## src/rtl/i2s_pkg.sv

```systemverilog
// Shared definitions for the I2S capture sequencer: FSM encoding and
// controller reset hold length.
package i2s_pkg;

   typedef enum logic [2:0] {
      ST_IDLE    = 3'd0,
      ST_ARM     = 3'd1,
      ST_WARMUP  = 3'd2,
      ST_CAPTURE = 3'd3,
      ST_DRAIN   = 3'd4
   } state_t;

   // Cycles the controller is held in reset after a start is accepted.
   localparam int ARM_CYCLES = 4;
   localparam int ARM_CNT_W  = $clog2(ARM_CYCLES);

endpackage

```

## src/rtl/sync_fifo.sv

```systemverilog
// Show-ahead synchronous FIFO; head entry is visible on rdata while not empty.
// Pointers carry one extra wrap bit to tell full from empty.
module sync_fifo #(
   parameter int WIDTH = 64,
   parameter int DEPTH = 8
) (
   input  logic             clock,
   input  logic             reset_n,
   input  logic             push,
   input  logic [WIDTH-1:0] wdata,
   input  logic             pop,
   output logic [WIDTH-1:0] rdata,
   output logic             empty,
   output logic             full
);

   localparam int AW = $clog2(DEPTH);

   logic [AW:0]      wr_ptr, rd_ptr;
   logic [WIDTH-1:0] mem [DEPTH];
   logic             do_push, do_pop;

   assign empty   = (wr_ptr == rd_ptr);
   assign full    = (wr_ptr[AW] != rd_ptr[AW]) && (wr_ptr[AW-1:0] == rd_ptr[AW-1:0]);
   assign do_pop  = pop && !empty;
   // A full FIFO still takes a write when the head leaves in the same cycle.
   assign do_push = push && (!full || do_pop);
   assign rdata   = mem[rd_ptr[AW-1:0]];

   always_ff @(posedge clock or negedge reset_n) begin
      if (!reset_n) begin
         wr_ptr <= '0;
         rd_ptr <= '0;
         for (int i = 0; i < DEPTH; i++) mem[i] <= '0;
      end else begin
         if (do_push) begin
            mem[wr_ptr[AW-1:0]] <= wdata;
            wr_ptr              <= wr_ptr + 1'b1;
         end
         if (do_pop) rd_ptr <= rd_ptr + 1'b1;
      end
   end

endmodule

```

## src/rtl/i2s_capture_sequencer.sv

```systemverilog
// Sequences an I2S capture run: holds the controller in reset, drops warm-up
// frames, buffers captured frames in a show-ahead FIFO and drains on finish.
module i2s_capture_sequencer
   import i2s_pkg::*;
#(
   parameter int bits_per_word  = 32,
   parameter int fifo_depth     = 8,
   parameter int discard_frames = 2
) (
   input  logic                     clock,
   input  logic                     reset_n,
   input  logic                     start,
   input  logic                     stop,
   input  logic [15:0]              num_frames,
   output logic                     i2s_reset,
   input  logic                     frame_valid,
   input  logic [bits_per_word-1:0] frame_in_0,
   input  logic [bits_per_word-1:0] frame_in_1,
   output logic                     out_valid,
   input  logic                     out_ready,
   output logic [bits_per_word-1:0] out_data_0,
   output logic [bits_per_word-1:0] out_data_1,
   output logic                     busy,
   output logic                     done,
   output logic                     overflow,
   output logic [15:0]              frames_seen
);

   localparam int DW = (discard_frames > 1) ? $clog2(discard_frames) : 1;

   state_t               state, state_nxt;
   logic [ARM_CNT_W-1:0] arm_cnt;
   logic [DW-1:0]        warm_cnt;
   logic [15:0]          nf_lat, seen_inc;
   logic                 push, pop, drop, count, fifo_empty, fifo_full;

   assign pop       = out_valid && out_ready;
   assign out_valid = !fifo_empty;
   assign busy      = (state != ST_IDLE);
   assign i2s_reset = (state == ST_IDLE) || (state == ST_ARM) || (state == ST_DRAIN);
   assign seen_inc  = (frames_seen == 16'hFFFF) ? frames_seen : frames_seen + 16'd1;

   always_comb begin
      state_nxt = state;
      done      = 1'b0;
      push      = 1'b0;
      drop      = 1'b0;
      count     = 1'b0;
      case (state)
         ST_IDLE:
            if (start) state_nxt = ST_ARM;
         ST_ARM:
            if (stop) state_nxt = ST_DRAIN;
            else if (arm_cnt == ARM_CNT_W'(ARM_CYCLES - 1))
               state_nxt = (discard_frames == 0) ? ST_CAPTURE : ST_WARMUP;
         ST_WARMUP:
            if (stop) state_nxt = ST_DRAIN;
            else if (frame_valid && (int'(warm_cnt) == discard_frames - 1))
               state_nxt = ST_CAPTURE;
         ST_CAPTURE:
            // A strobe coincident with stop is neither stored nor counted.
            if (stop) state_nxt = ST_DRAIN;
            else if (frame_valid) begin
               count = 1'b1;
               push  = !fifo_full || pop;
               drop  = fifo_full && !pop;
               if (nf_lat != 16'd0 && seen_inc == nf_lat) state_nxt = ST_DRAIN;
            end
         ST_DRAIN:
            if (fifo_empty) begin
               done      = 1'b1;
               state_nxt = ST_IDLE;
            end
         default: state_nxt = ST_IDLE;
      endcase
   end

   always_ff @(posedge clock or negedge reset_n) begin
      if (!reset_n) begin
         state       <= ST_IDLE;
         arm_cnt     <= '0;
         warm_cnt    <= '0;
         nf_lat      <= '0;
         frames_seen <= '0;
         overflow    <= 1'b0;
      end else begin
         state    <= state_nxt;
         arm_cnt  <= (state == ST_ARM) ? arm_cnt + 1'b1 : '0;
         warm_cnt <= (state != ST_WARMUP) ? '0 : (frame_valid ? warm_cnt + 1'b1 : warm_cnt);
         if (state == ST_IDLE && start) begin
            nf_lat      <= num_frames;
            frames_seen <= '0;
            overflow    <= 1'b0;
         end
         if (count) frames_seen <= seen_inc;
         if (drop)  overflow    <= 1'b1;
      end
   end

   sync_fifo #(
      .WIDTH (2 * bits_per_word),
      .DEPTH (fifo_depth)
   ) u_fifo (
      .clock   (clock),
      .reset_n (reset_n),
      .push    (push),
      .wdata   ({frame_in_0, frame_in_1}),
      .pop     (pop),
      .rdata   ({out_data_0, out_data_1}),
      .empty   (fifo_empty),
      .full    (fifo_full)
   );

endmodule

```

## config.mk

```make
export PLATFORM = sky130hd
export DESIGN_NAME = i2s_capture_sequencer
export DESIGN_NICKNAME = d
export VERILOG_FILES = /design/src/rtl/i2s_pkg.sv /design/src/rtl/sync_fifo.sv /design/src/rtl/i2s_capture_sequencer.sv
export SDC_FILE = /design/constraint.sdc
export NUM_CORES = 1
export LEC_CHECK = 0
export BUFFER_PORTS_ARGS = -buffer_cell sky130_fd_sc_hd__buf_2
export CAP_MARGIN = 20
export CORE_MARGIN = 2
export CORE_UTILIZATION = 50
export DETAILED_ROUTE_END_ITERATION = 6
export GPL_ROUTABILITY_DRIVEN = 0
export PLACE_DENSITY = 0.68
export SETUP_SLACK_MARGIN = 0.3
export SLEW_MARGIN = 25
export SYNTH_ARGS = -nofsm -noshare
export SYNTH_HDL_FRONTEND = slang
export SYNTH_SLANG_ARGS = --single-unit
```

## constraint.sdc

```tcl
create_clock -name clock -period 4.5 [get_ports clock]
set_input_delay 0.45 -clock clock [delete_from_list [all_inputs] [get_ports clock]]
set_output_delay 0.45 -clock clock [all_outputs]
set_load 0.01 [all_outputs]
```

==> impl_metrics.env <==
export IMPL_p_total_mw=14.2
export IMPL_syn2layout_area_growth_pct=13.7
export IMPL_stdcell_area_mm2=0.0292
export IMPL_grt_ovfl_total=0
export IMPL_skew_ps=14.1
export IMPL_status="finished, final reports clean"
export IMPL_p_per_area_mw_per_mm2=485
export IMPL_max_freq_ghz=0.301
export IMPL_tightest_slew_ps=1100
export IMPL_cts_inserted_buffers=58
export IMPL_die_width_um=231
export IMPL_clockBufferDepth=3
export IMPL_grt_pass1_wl_um=92000
export IMPL_path_max_fanout=45
export IMPL_post_cts_buffers=0
export IMPL_layout_nets=1908
export IMPL_worstPathRequired_ps=4050
export IMPL_postRouteWirelength_um=57000
export IMPL_antenna_found_initial=9
export IMPL_die_h_um=231
export IMPL_whs_ps=31.4
export IMPL_port_buffers=170
export IMPL_ys_seq_elements=559
export IMPL_fp_row_count=83
export IMPL_wire_per_inst_um=22.4
export IMPL_via_per_inst=5.87
export IMPL_fin_cells=2544
export IMPL_syn_avg_cell_area_um2=15.4
export IMPL_ctsResizeCount=0
export IMPL_p_leak_nw=14.5
export IMPL_critPathKind="reg2out"
export IMPL_ys_top_cells_by_area="dfrtp_1 54%, mux2_2 25%, mux4_2 11%, nand2_1 0.99%, buf_2 0.95%"
export IMPL_grt_start_max_net_pins=132
export IMPL_drc=0
export IMPL_fill_cells=4038
export IMPL_ys_seq_area_frac=0.544
export IMPL_cap_violations=0
export IMPL_cts_htree_levels=2
export IMPL_io_pins=171
export IMPL_hold_violations=0
export IMPL_firstDrtPassIters=5
export IMPL_dp_hpwl_um=32700
export IMPL_synth_cells=1671
export IMPL_timing_critical_path_to_type="primary output"
export IMPL_placed_cell_area_mm2=0.0272
export IMPL_critPathLaunchType="register"
export IMPL_synth_top_area_share=0.544
export IMPL_async_reset_ff_frac=1.00
export IMPL_dp_cells=2434
export IMPL_synth_edf_count=0
export IMPL_finalMaxSlewViolations=0
export IMPL_root_buffer="clkbuf_16"
export IMPL_worstPathArrival_ps=2870
export IMPL_cts_sinks=559
export IMPL_peakVddDrop_v=0.000408
export IMPL_synth_distinct_cells=60
export IMPL_grt_pass1_vias=15874
export IMPL_drive_gt1_frac=0.543
export IMPL_timing_setup_tns_ps=0
export IMPL_period_share=0.739
export IMPL_hold_path_class="in2reg"
export IMPL_grt_usage=0.221
export IMPL_yosys_area_top_type="dfrtp_1"
export IMPL_initial_core_util=0.503
export IMPL_syn_nets=1761
export IMPL_core_mm2=0.0511
export IMPL_post_route_min_period_ps=3320
export IMPL_clk_latency_ps=620
export IMPL_tritoncts="built"
export IMPL_syn_area_mm2=0.0257
export IMPL_ys_flop_type="dfrtp_1"
export IMPL_ys_warnings_count=0
export IMPL_antenna_left=0
export IMPL_rsz0062_at_grt="false"
export IMPL_setup_violations_final=0
export IMPL_clk_pin_slew_worst_paths_ps=60
export IMPL_max_slew_margin=0.269
export IMPL_vias=14944
export IMPL_drtIter0Drc=1078
export IMPL_dieArea_mm2=0.0532
## worst max-delay path: stages (launching register included)
cell     delay, ps
dfrtp_4        440
buf_4          730
mux4_2         610
mux2_2         320
buf_2          150
## state kept, by name (all words and copies together), names as in the netlist
signal and count:
frames_seen 16, state 3, warm_cnt 1, overflow 1, nf_lat 16, u_fifo.mem 512
arm_cnt 2, u_fifo.wr_ptr 4, u_fifo.rd_ptr 4
## cells in the mapped netlist, types with 5 or more instances
cell / instances
a21oi_1: 11
nand2_1: 68
xor2_1: 11
nand4_1: 13
xnor2_1: 17
nand3_1: 14
buf_2: 49
inv_1: 5
o21ai_0: 24
dfrtp_1: 559
nor2b_1: 5
clkbuf_1: 36
nor2_1: 21
and3_1: 7
mux2_2: 576
buf_1: 15
mux4_2: 128
buf_4: 10
nor4_1: 11
nor3_1: 14
## path summary, 6_finish.rpt
kind / slack (ps) / startpoint / to / cells past startpoint
setup / recovery: 1180 / u_fifo.rd_ptr[0]$_DFFE_PN0P_ / out_data_0[4] / 4
hold / removal: 30 / num_frames[9] / nf_lat[9]$_DFFE_PN0P_ / 3
setup reg to reg: 1220 / state[0]$_DFFE_PN0P_ / u_fifo.mem[248]$_DFFE_PN0P_ / 8
hold reg to reg: 440 / arm_cnt[0]$_DFF_PN0_ / arm_cnt[0]$_DFF_PN0_ / 1
max in group asynchronous: 2950 / reset_n / u_fifo.mem[267]$_DFFE_PN0P_ / 4
min in group asynchronous: 330 / reset_n / nf_lat[14]$_DFFE_PN0P_ / 2
## what timing repair did
action | CTS | global route
setup endpoints to repair | 0 | 0
hold endpoints to repair | 43 | 0
hold buffers | 3 | 0
## power breakdown
| group | internal, mW | switching [mW] |
|---|---|---|
| combinational | 1.60 | 1.61 |
| clock | 2.91 | 1.97 |
| sequential | 5.62 | 0.472 |
| total | 10.1 | 4.05 |
## kinds of logic (layout without fill, tap and decap cells)
family,count (synthesis),after routing,share of synthesized area
compound gates,64,64,0.0159
xor+xnor,29,29,0.0102
fa+ha+maj,4,4,0.00195
buf+inv,121,312,0.0227
flops,559,559,0.544
mux,711,711,0.367
other cells,0,2,0
simple gates,183,183,0.0378
## cell type report
cell class | count | area [µm²] | area share
flip-flops and latches | 559 | 14000 | 0.479
repair buffers | 202 | 1240 | 0.0425
inverters | 6 | 22.5 | 0.000770
clock buffers | 91 | 1770 | 0.0604
well taps | 680 | 851 | 0.0291
diodes | 2 | 5.00 | 0.000171
clock inverters | 13 | 190 | 0.00651
multi-input cells | 991 | 11200 | 0.382
## routing by layer
| layer | vias up | part of all wire | GRT usage |
|---|---|---|---|
| li1 | 6550 | - | - |
| met5 | - | 0.0014 | 0 |
| met1 | 8000 | 0.44 | 0.302 |
| met3 | 78 | 0.044 | 0.0380 |
| met2 | 302 | 0.50 | 0.369 |
| met4 | 14 | 0.016 | 0.0540 |
## stage by stage
step / util / setup WS [ps]
2_1_floorplan: - / 1880
6_report: 0.572 / 1180
3_5_place_dp: 0.533 / 1240
3_3_place_gp: 0.533 / 1290
5_1_grt: 0.572 / 990
4_1_cts: 0.571 / 1060
## placed cells by master (no fill, tap or decap), drive strengths merged, types with 2 or more instances in the layout
| cell type | Yosys | routed |
|---|---|---|
| a211oi | 3 | 3 |
| a21oi | 11 | 11 |
| a31o | 2 | 2 |
| a31oi | 3 | 3 |
| and2 | 3 | 3 |
| and3 | 10 | 10 |
| and4 | 4 | 4 |
| buf | 78 | 199 |
| bufinv | 0 | 4 |
| clkbuf | 37 | 91 |
| clkinv | 0 | 6 |
| dfrtp | 559 | 559 |
| diode | 0 | 2 |
| dlygate4sd3 | 0 | 3 |
| ha | 4 | 4 |
| inv | 6 | 8 |
| mux2 | 579 | 579 |
| mux2i | 4 | 4 |
| mux4 | 128 | 128 |
| nand2 | 68 | 68 |
| nand3 | 16 | 16 |
| nand3b | 2 | 2 |
| nand4 | 14 | 14 |
| nor2 | 21 | 21 |
| nor2b | 5 | 5 |
| nor3 | 16 | 16 |
| nor3b | 2 | 2 |
| nor4 | 11 | 11 |
| o2111ai | 3 | 3 |
| o211a | 2 | 2 |
| o211ai | 3 | 3 |
| o21ai | 24 | 24 |
| o22ai | 2 | 2 |
| o31ai | 4 | 4 |
| or3 | 2 | 2 |
| or4 | 4 | 4 |
| xnor2 | 18 | 18 |
| xor2 | 11 | 11 |
Power figures use the tool's default switching activity.
